File: src/rtl/fetch_stage_pkg.sv
// ---------------------------------------------------------------------------
// fetch_stage_pkg -- shared opcode/ISA definitions for the 16-bit pipeline.
// Holds the word width, instruction field positions, the opcode list and
// the fetch-stage FSM state encoding, plus small field-extraction helpers.
// No ports (package).
// ---------------------------------------------------------------------------
package fetch_stage_pkg;

  localparam int WORD_W     = 16;
  localparam int OPCODE_MSB = 15;
  localparam int OPCODE_LSB = 12;
  localparam int OPCODE_W   = OPCODE_MSB - OPCODE_LSB + 1;
  localparam int FUNC_MSB   = 5;
  localparam int FUNC_LSB   = 0;
  localparam int FUNC_W     = FUNC_MSB - FUNC_LSB + 1;

  typedef logic [WORD_W-1:0] word_t;

  typedef enum logic [OPCODE_W-1:0] {
    OP_BNE   = 4'd0,
    OP_BEQ   = 4'd1,
    OP_BGZ   = 4'd2,
    OP_BLZ   = 4'd3,
    OP_ADI   = 4'd4,
    OP_ORI   = 4'd5,
    OP_LHI   = 4'd6,
    OP_LWD   = 4'd7,
    OP_SWD   = 4'd8,
    OP_JMP   = 4'd9,
    OP_JAL   = 4'd10,
    OP_RTYPE = 4'd15
  } opcode_t;

  // Fetch FSM encoding; exported on the debug port of fetch_stage.
  typedef enum logic [1:0] {
    ST_FETCH  = 2'd0,
    ST_HOLD   = 2'd1,
    ST_HALTED = 2'd2
  } fetch_state_t;

  function automatic logic [OPCODE_W-1:0] get_opcode(input word_t w);
    return w[OPCODE_MSB:OPCODE_LSB];
  endfunction

  function automatic logic [FUNC_W-1:0] get_func(input word_t w);
    return w[FUNC_MSB:FUNC_LSB];
  endfunction

endpackage

File: src/rtl/fetch_skid_buffer.sv
// ---------------------------------------------------------------------------
// fetch_skid_buffer -- one-entry holding register for an instruction word
// (and its PC+1) that arrived from memory while decode was stalled.
// Ports:
//   clk, reset_n        clock / asynchronous active-low reset
//   load                capture data_in/pc_in and mark full
//   clear               discard the entry (wins over load)
//   data_in, pc_in      word and PC+1 to capture
//   data_out, pc_out    stored word and PC+1
//   full                entry holds a pending instruction
// ---------------------------------------------------------------------------
module fetch_skid_buffer
  import fetch_stage_pkg::*;
(
  input  logic  clk,
  input  logic  reset_n,
  input  logic  load,
  input  logic  clear,
  input  word_t data_in,
  input  word_t pc_in,
  output word_t data_out,
  output word_t pc_out,
  output logic  full
);

  word_t data_q, data_d;
  word_t pc_q, pc_d;
  logic  full_q, full_d;

  always_comb begin
    data_d = data_q;
    pc_d   = pc_q;
    full_d = full_q;
    if (clear) begin
      data_d = '0;
      pc_d   = '0;
      full_d = 1'b0;
    end else if (load) begin
      data_d = data_in;
      pc_d   = pc_in;
      full_d = 1'b1;
    end
  end

  always_ff @(posedge clk or negedge reset_n) begin
    if (!reset_n) begin
      data_q <= '0;
      pc_q   <= '0;
      full_q <= 1'b0;
    end else begin
      data_q <= data_d;
      pc_q   <= pc_d;
      full_q <= full_d;
    end
  end

  assign data_out = data_q;
  assign pc_out   = pc_q;
  assign full     = full_q;

endmodule

File: src/rtl/fetch_stage.sv
// ---------------------------------------------------------------------------
// fetch_stage -- instruction fetch stage with IF/ID pipeline register.
// Ports:
//   clk, reset_n          clock / asynchronous active-low reset
//   i_readM, i_address    memory read request and address (always the PC)
//   i_data, i_ready       memory response word and its qualifier
//   stall                 hold IF/ID (load-use hazard in decode)
//   redirect, redirect_pc taken branch/jump: flush and refetch at target
//   halt                  HLT decoded: stop fetching
//   if_id_inst/_pc_next   registered instruction and its PC+1
//   if_id_valid           IF/ID holds a real instruction (0 = bubble)
//   opcode, func_code     fields decoded from if_id_inst
//   fetched_count         instructions loaded into IF/ID (wraps)
//   dbg_state             current FSM state
//   dbg_skid_full         skid buffer holds a pending instruction
//
// Handshake: a request is outstanding whenever i_readM=1; i_data is
// consumed on a rising edge only when i_ready=1 in that cycle. If decode
// is stalling at that moment the word goes to the skid buffer and no
// further request is made until the stall clears.
// ---------------------------------------------------------------------------
module fetch_stage
  import fetch_stage_pkg::*;
(
  input  logic                clk,
  input  logic                reset_n,
  output logic                i_readM,
  output word_t               i_address,
  input  word_t               i_data,
  input  logic                i_ready,
  input  logic                stall,
  input  logic                redirect,
  input  word_t               redirect_pc,
  input  logic                halt,
  output word_t               if_id_inst,
  output word_t               if_id_pc_next,
  output logic                if_id_valid,
  output logic [OPCODE_W-1:0] opcode,
  output logic [FUNC_W-1:0]   func_code,
  output word_t               fetched_count,
  output fetch_state_t        dbg_state,
  output logic                dbg_skid_full
);

  fetch_state_t state_q, state_d;
  word_t        pc_q, pc_d;
  word_t        inst_q, inst_d;
  word_t        pc_next_q, pc_next_d;
  logic         valid_q, valid_d;
  word_t        count_q, count_d;

  logic  skid_load, skid_clear, skid_full;
  word_t skid_data, skid_pc;
  word_t pc_plus_one;

  // 16-bit add: 16'hFFFF rolls over to 16'h0000.
  assign pc_plus_one = pc_q + 16'd1;

  fetch_skid_buffer u_skid (
    .clk      (clk),
    .reset_n  (reset_n),
    .load     (skid_load),
    .clear    (skid_clear),
    .data_in  (i_data),
    .pc_in    (pc_plus_one),
    .data_out (skid_data),
    .pc_out   (skid_pc),
    .full     (skid_full)
  );

  always_comb begin
    state_d    = state_q;
    pc_d       = pc_q;
    inst_d     = inst_q;
    pc_next_d  = pc_next_q;
    valid_d    = valid_q;
    count_d    = count_q;
    skid_load  = 1'b0;
    skid_clear = 1'b0;
    // redirect beats everything, halt beats normal flow; inst/pc_next are
    // left alone on a flush so only the valid bit marks the bubble.
    if (redirect) begin
      pc_d       = redirect_pc;
      valid_d    = 1'b0;
      skid_clear = 1'b1;
      state_d    = ST_FETCH;
    end else if (halt) begin
      valid_d    = 1'b0;
      skid_clear = 1'b1;
      state_d    = ST_HALTED;
    end else begin
      unique case (state_q)
        ST_FETCH: begin
          if (i_ready && !stall) begin
            inst_d    = i_data;
            pc_next_d = pc_plus_one;
            valid_d   = 1'b1;
            pc_d      = pc_plus_one;
            count_d   = count_q + 16'd1;
          end else if (i_ready && stall) begin
            skid_load = 1'b1;
            state_d   = ST_HOLD;
          end else if (!stall) begin
            valid_d = 1'b0;
          end
        end
        ST_HOLD: begin
          if (!stall) begin
            inst_d     = skid_data;
            pc_next_d  = skid_pc;
            valid_d    = 1'b1;
            pc_d       = pc_plus_one;
            count_d    = count_q + 16'd1;
            skid_clear = 1'b1;
            state_d    = ST_FETCH;
          end
        end
        ST_HALTED: begin
          state_d = ST_HALTED;
        end
        default: begin
          state_d = ST_FETCH;
        end
      endcase
    end
  end

  always_ff @(posedge clk or negedge reset_n) begin
    if (!reset_n) begin
      state_q   <= ST_FETCH;
      pc_q      <= '0;
      inst_q    <= '0;
      pc_next_q <= '0;
      valid_q   <= 1'b0;
      count_q   <= '0;
    end else begin
      state_q   <= state_d;
      pc_q      <= pc_d;
      inst_q    <= inst_d;
      pc_next_q <= pc_next_d;
      valid_q   <= valid_d;
      count_q   <= count_d;
    end
  end

  assign i_readM       = (state_q == ST_FETCH);
  assign i_address     = pc_q;
  assign if_id_inst    = inst_q;
  assign if_id_pc_next = pc_next_q;
  assign if_id_valid   = valid_q;
  assign opcode        = get_opcode(inst_q);
  assign func_code     = get_func(inst_q);
  assign fetched_count = count_q;
  assign dbg_state     = state_q;
  assign dbg_skid_full = skid_full;

endmodule

File: config.mk
export PLATFORM = sky130hd
export DESIGN_NAME = fetch_stage
export DESIGN_NICKNAME = d
export VERILOG_FILES = /design/src/rtl/fetch_stage_pkg.sv /design/src/rtl/fetch_skid_buffer.sv /design/src/rtl/fetch_stage.sv
export SDC_FILE = /design/constraint.sdc
export NUM_CORES = 1
export LEC_CHECK = 0
export BUFFER_PORTS_ARGS = -buffer_cell sky130_fd_sc_hd__buf_2
export CORE_ASPECT_RATIO = 1.1
export CORE_UTILIZATION = 28
export DETAILED_ROUTE_END_ITERATION = 12
export PLACE_DENSITY = 0.47
export SLEW_MARGIN = 10
export SYNTH_ARGS = -nofsm -noshare
export SYNTH_HDL_FRONTEND = slang
export SYNTH_SLANG_ARGS = --single-unit
File: constraint.sdc
create_clock -name clk -period 3.52 [get_ports clk]
set_input_delay 0.528 -clock clk [delete_from_list [all_inputs] [get_ports clk]]
set_output_delay 0.528 -clock clk [all_outputs]
set_load 0.05 [all_outputs]
==> impl_metrics.env <==
export IMPL_multi_input_area_mm2=0.00191
export IMPL_ff2ff_setup_slack_ps=1360
export IMPL_die_width_um=124
export IMPL_met3_length_um=458
export IMPL_clk_path_buf_depth=2
export IMPL_synthCells=471
export IMPL_drc=0
export IMPL_cp_slowest_cell="or3_1"
export IMPL_final_core_util_pct=35.2
export IMPL_synth_edff_count=0
export IMPL_period_share_pct=62.2
export IMPL_finalInstanceArea_mm2=0.00560
export IMPL_relSlewSlack_pct=22.0
export IMPL_avgSynthCellArea_um2=9.80
export IMPL_place_area_mm2=0.00533
export IMPL_drive_above_1_share_pct=26.6
export IMPL_critPathMaxFanout=33
export IMPL_top_layer_used="met4"
export IMPL_postCtsHoldBufs=0
export IMPL_synthTopCellsByCount="dfrtp_1, nand2_1, o21ai_0"
export IMPL_endpoint_kind="register"
export IMPL_max_cap_viol_count=0
export IMPL_grt_setup_unrepaired="false"
export IMPL_drt_met1_wl_um=5820
export IMPL_cp_arrival_ps=2400
export IMPL_synth_top_cell_area_share_pct=54.2
export IMPL_final_min_clock_period_ps=2190
export IMPL_synth_distinct_cells=41
export IMPL_timing_fmax_mhz=457
export IMPL_drt_initial_drc_count=168
export IMPL_n_antenna_cell=0
export IMPL_cts_sinks=100
export IMPL_final_cells=772
export IMPL_synth_area_mm2=0.00462
export IMPL_drv_slew=0
export IMPL_tns_ps=0
export IMPL_gp_congestion=0.762
export IMPL_grt_pass1_vias=3755
export IMPL_coreArea_mm2=0.0159
export IMPL_peakVddDrop_mv=0.247
export IMPL_ant_nets=0
export IMPL_fill_cells=1623
export IMPL_worstMarginPinSlew_ps=1170
export IMPL_yosysSeqAreaShare_pct=54.2
export IMPL_wl_per_cell_um=15.7
export IMPL_grtUsageTotal_pct=15.0
export IMPL_outcome="finished, final reports clean"
export IMPL_ys_warn_count=0
export IMPL_worst_setup_path_start_kind="primary input"
export IMPL_crit_family="simple AND/OR/NAND/NOR gates"
export IMPL_dr_wl_met2_um=5620
export IMPL_dp_cells=756
export IMPL_skew_ps=8.08
export IMPL_synth_ff_type="dfrtp_1"
export IMPL_antenna_found_initial=0
export IMPL_grt_max_degree=60
export IMPL_hpwl_um=8630
export IMPL_cts_tree="built"
export IMPL_cp_buffers_inverters=2
export IMPL_totalWireLength_um=12100
export IMPL_die_h_um=137
export IMPL_post_synth_top_count_cell="dfrtp_1"
export IMPL_min_path_type="in2async"
export IMPL_layout_area_overhead_vs_synth_pct=21.4
export IMPL_initial_utilization_pct=29.0
export IMPL_ys_ff_latch=100
export IMPL_clkTransAtPathRegs_ps=70
export IMPL_cts_resized=0
export IMPL_power_density_mw_per_mm2=603
export IMPL_setup_violations=0
export IMPL_ys_top_cells_by_area="dfrtp_1, nand2_1, xnor2_1"
export IMPL_p_leak_nw=2.66
export IMPL_cts_htree_levels=3
export IMPL_grt_pass1_wl_um=20000
export IMPL_port_buffers=116
export IMPL_firstDrtPassIters=4
export IMPL_critPathMaxStageDelay_ps=670
export IMPL_cts_buffers=9
export IMPL_gr_total_overflow=0
export IMPL_nets=607
export IMPL_dieArea_mm2=0.0170
export IMPL_clock_latency_ps=350
export IMPL_clk_root_buffer_cell="clkbuf_16"
export IMPL_worstSetupPathType="in2reg"
export IMPL_seqCellArea_mm2=0.00250
export IMPL_final_hold_violation_count=0
export IMPL_viasPerCell=4.81
export IMPL_cp_cell_sequence="buf_2 -> or2_1 -> or3_1 -> buf_4 -> nand2_1 -> o211ai_1"
export IMPL_synthArstFlopShare_pct=100
export IMPL_syn_num_nets=511
export IMPL_rows=48
export IMPL_num_io_pins=117
export IMPL_synth_largest_area_cell="dfrtp_1"
export IMPL_cts_setup_buffers=0
export IMPL_cp_required_ps=3730
export IMPL_vias=3716
==> kinds of logic (layout without fill, tap and decap cells) <==
family | Yosys count | count (layout) | share of synthesized area [%]
AOI/OAI and AO/OA | 105 | 105 | 14.5
xor gates and xnor gates | 36 | 36 | 6.83
adders and majority gates | 2 | 2 | 0.542
buffers and inverters | 43 | 144 | 4.72
DFF | 100 | 100 | 54.2
and+or+nand+nor | 185 | 185 | 19.2
==> path summary, 6_finish.rpt <==
path | start | endpoint | cells past startpoint
min reg2reg | fetched_count[15]$_DFFE_PN0P_ | fetched_count[15]$_DFFE_PN0P_ | 1
max | redirect | if_id_pc_next[8]$_DFFE_PN0P_ | 6
max in group asynchronous | reset_n | u_skid.pc_out[6]$_DFFE_PN0P_ | 2
min in group clk | redirect_pc[9] | i_address[9]$_DFFE_PN0P_ | 3
max reg2reg | dbg_state[1]$_DFFE_PN0P_ | if_id_pc_next[8]$_DFFE_PN0P_ | 5
min | reset_n | fetched_count[11]$_DFFE_PN0P_ | 1
==> flip-flops by register name, summed over array words and instances (netlist names), 2 cells and up <==
register	flops
u_skid.pc_out	16
if_id_pc_next	16
dbg_state	2
u_skid.data_out	16
i_address	16
if_id_inst	16
fetched_count	16
==> power by group <==
group | total [mW] | leakage (nW) | switching (mW) | internal [mW]
Combinational | 1.05 | 1.24 | 0.813 | 0.235
Sequential | 1.40 | 1.30 | 0.119 | 1.28
Clock | 0.927 | 0.124 | 0.448 | 0.479
==> stage by stage <==
step / setup WS, ps / power [mW] / hold WS [ps]
finish: 1330 / 3.38 / 266
global route: 1130 / 3.54 / 342
CTS: 1290 / 3.42 / 302
detailed placement: 919 / 2.48 / 463
global placement: 958 / 2.48 / 454
floorplan: 1090 / 2.21 / 232
==> layout by cell type (no fill, tap or decap), types with 3 or more instances in the layout <==
cell          n
o221ai_1      5
buf_4         8
a21o_1        6
xnor2_1      21
clkbuf_16     9
and3_1        7
o211ai_1      3
a21oi_1       9
inv_1         4
nand2_1      99
buf_2       115
nand4_1       7
o21ai_0      31
a31oi_1      17
clkinvlp_4    3
nor2_2        3
nor2_1       29
nand3_1      14
xor2_1       15
dfrtp_1     100
o21ai_1      11
nand3_2       3
and4_1        4
a22o_1       18
==> layout make-up <==
type,count,area share (%)
inverters,4,0.268
flip-flops and latches,100,44.7
multi-input cells,328,34.1
clock buffers,10,4.09
clock inverters,6,0.737
repair buffers,124,11.7
well taps,200,4.47
==> routing by layer <==
layer,vias up,GRT usage (%)
li1,1812,-
met1,1796,20.1
met2,94,24.2
met3,14,2.93
met4,0,5.56
met5,-,0
==> worst register-to-register path: stages, from the launching register on <==
cell      delay, ps
dfrtp_1         470
or2_1           390
or3_1           690
buf_4           310
nand2_1          80
o211ai_1         90
No activity file was read; power rests on OpenSTA's default activity.
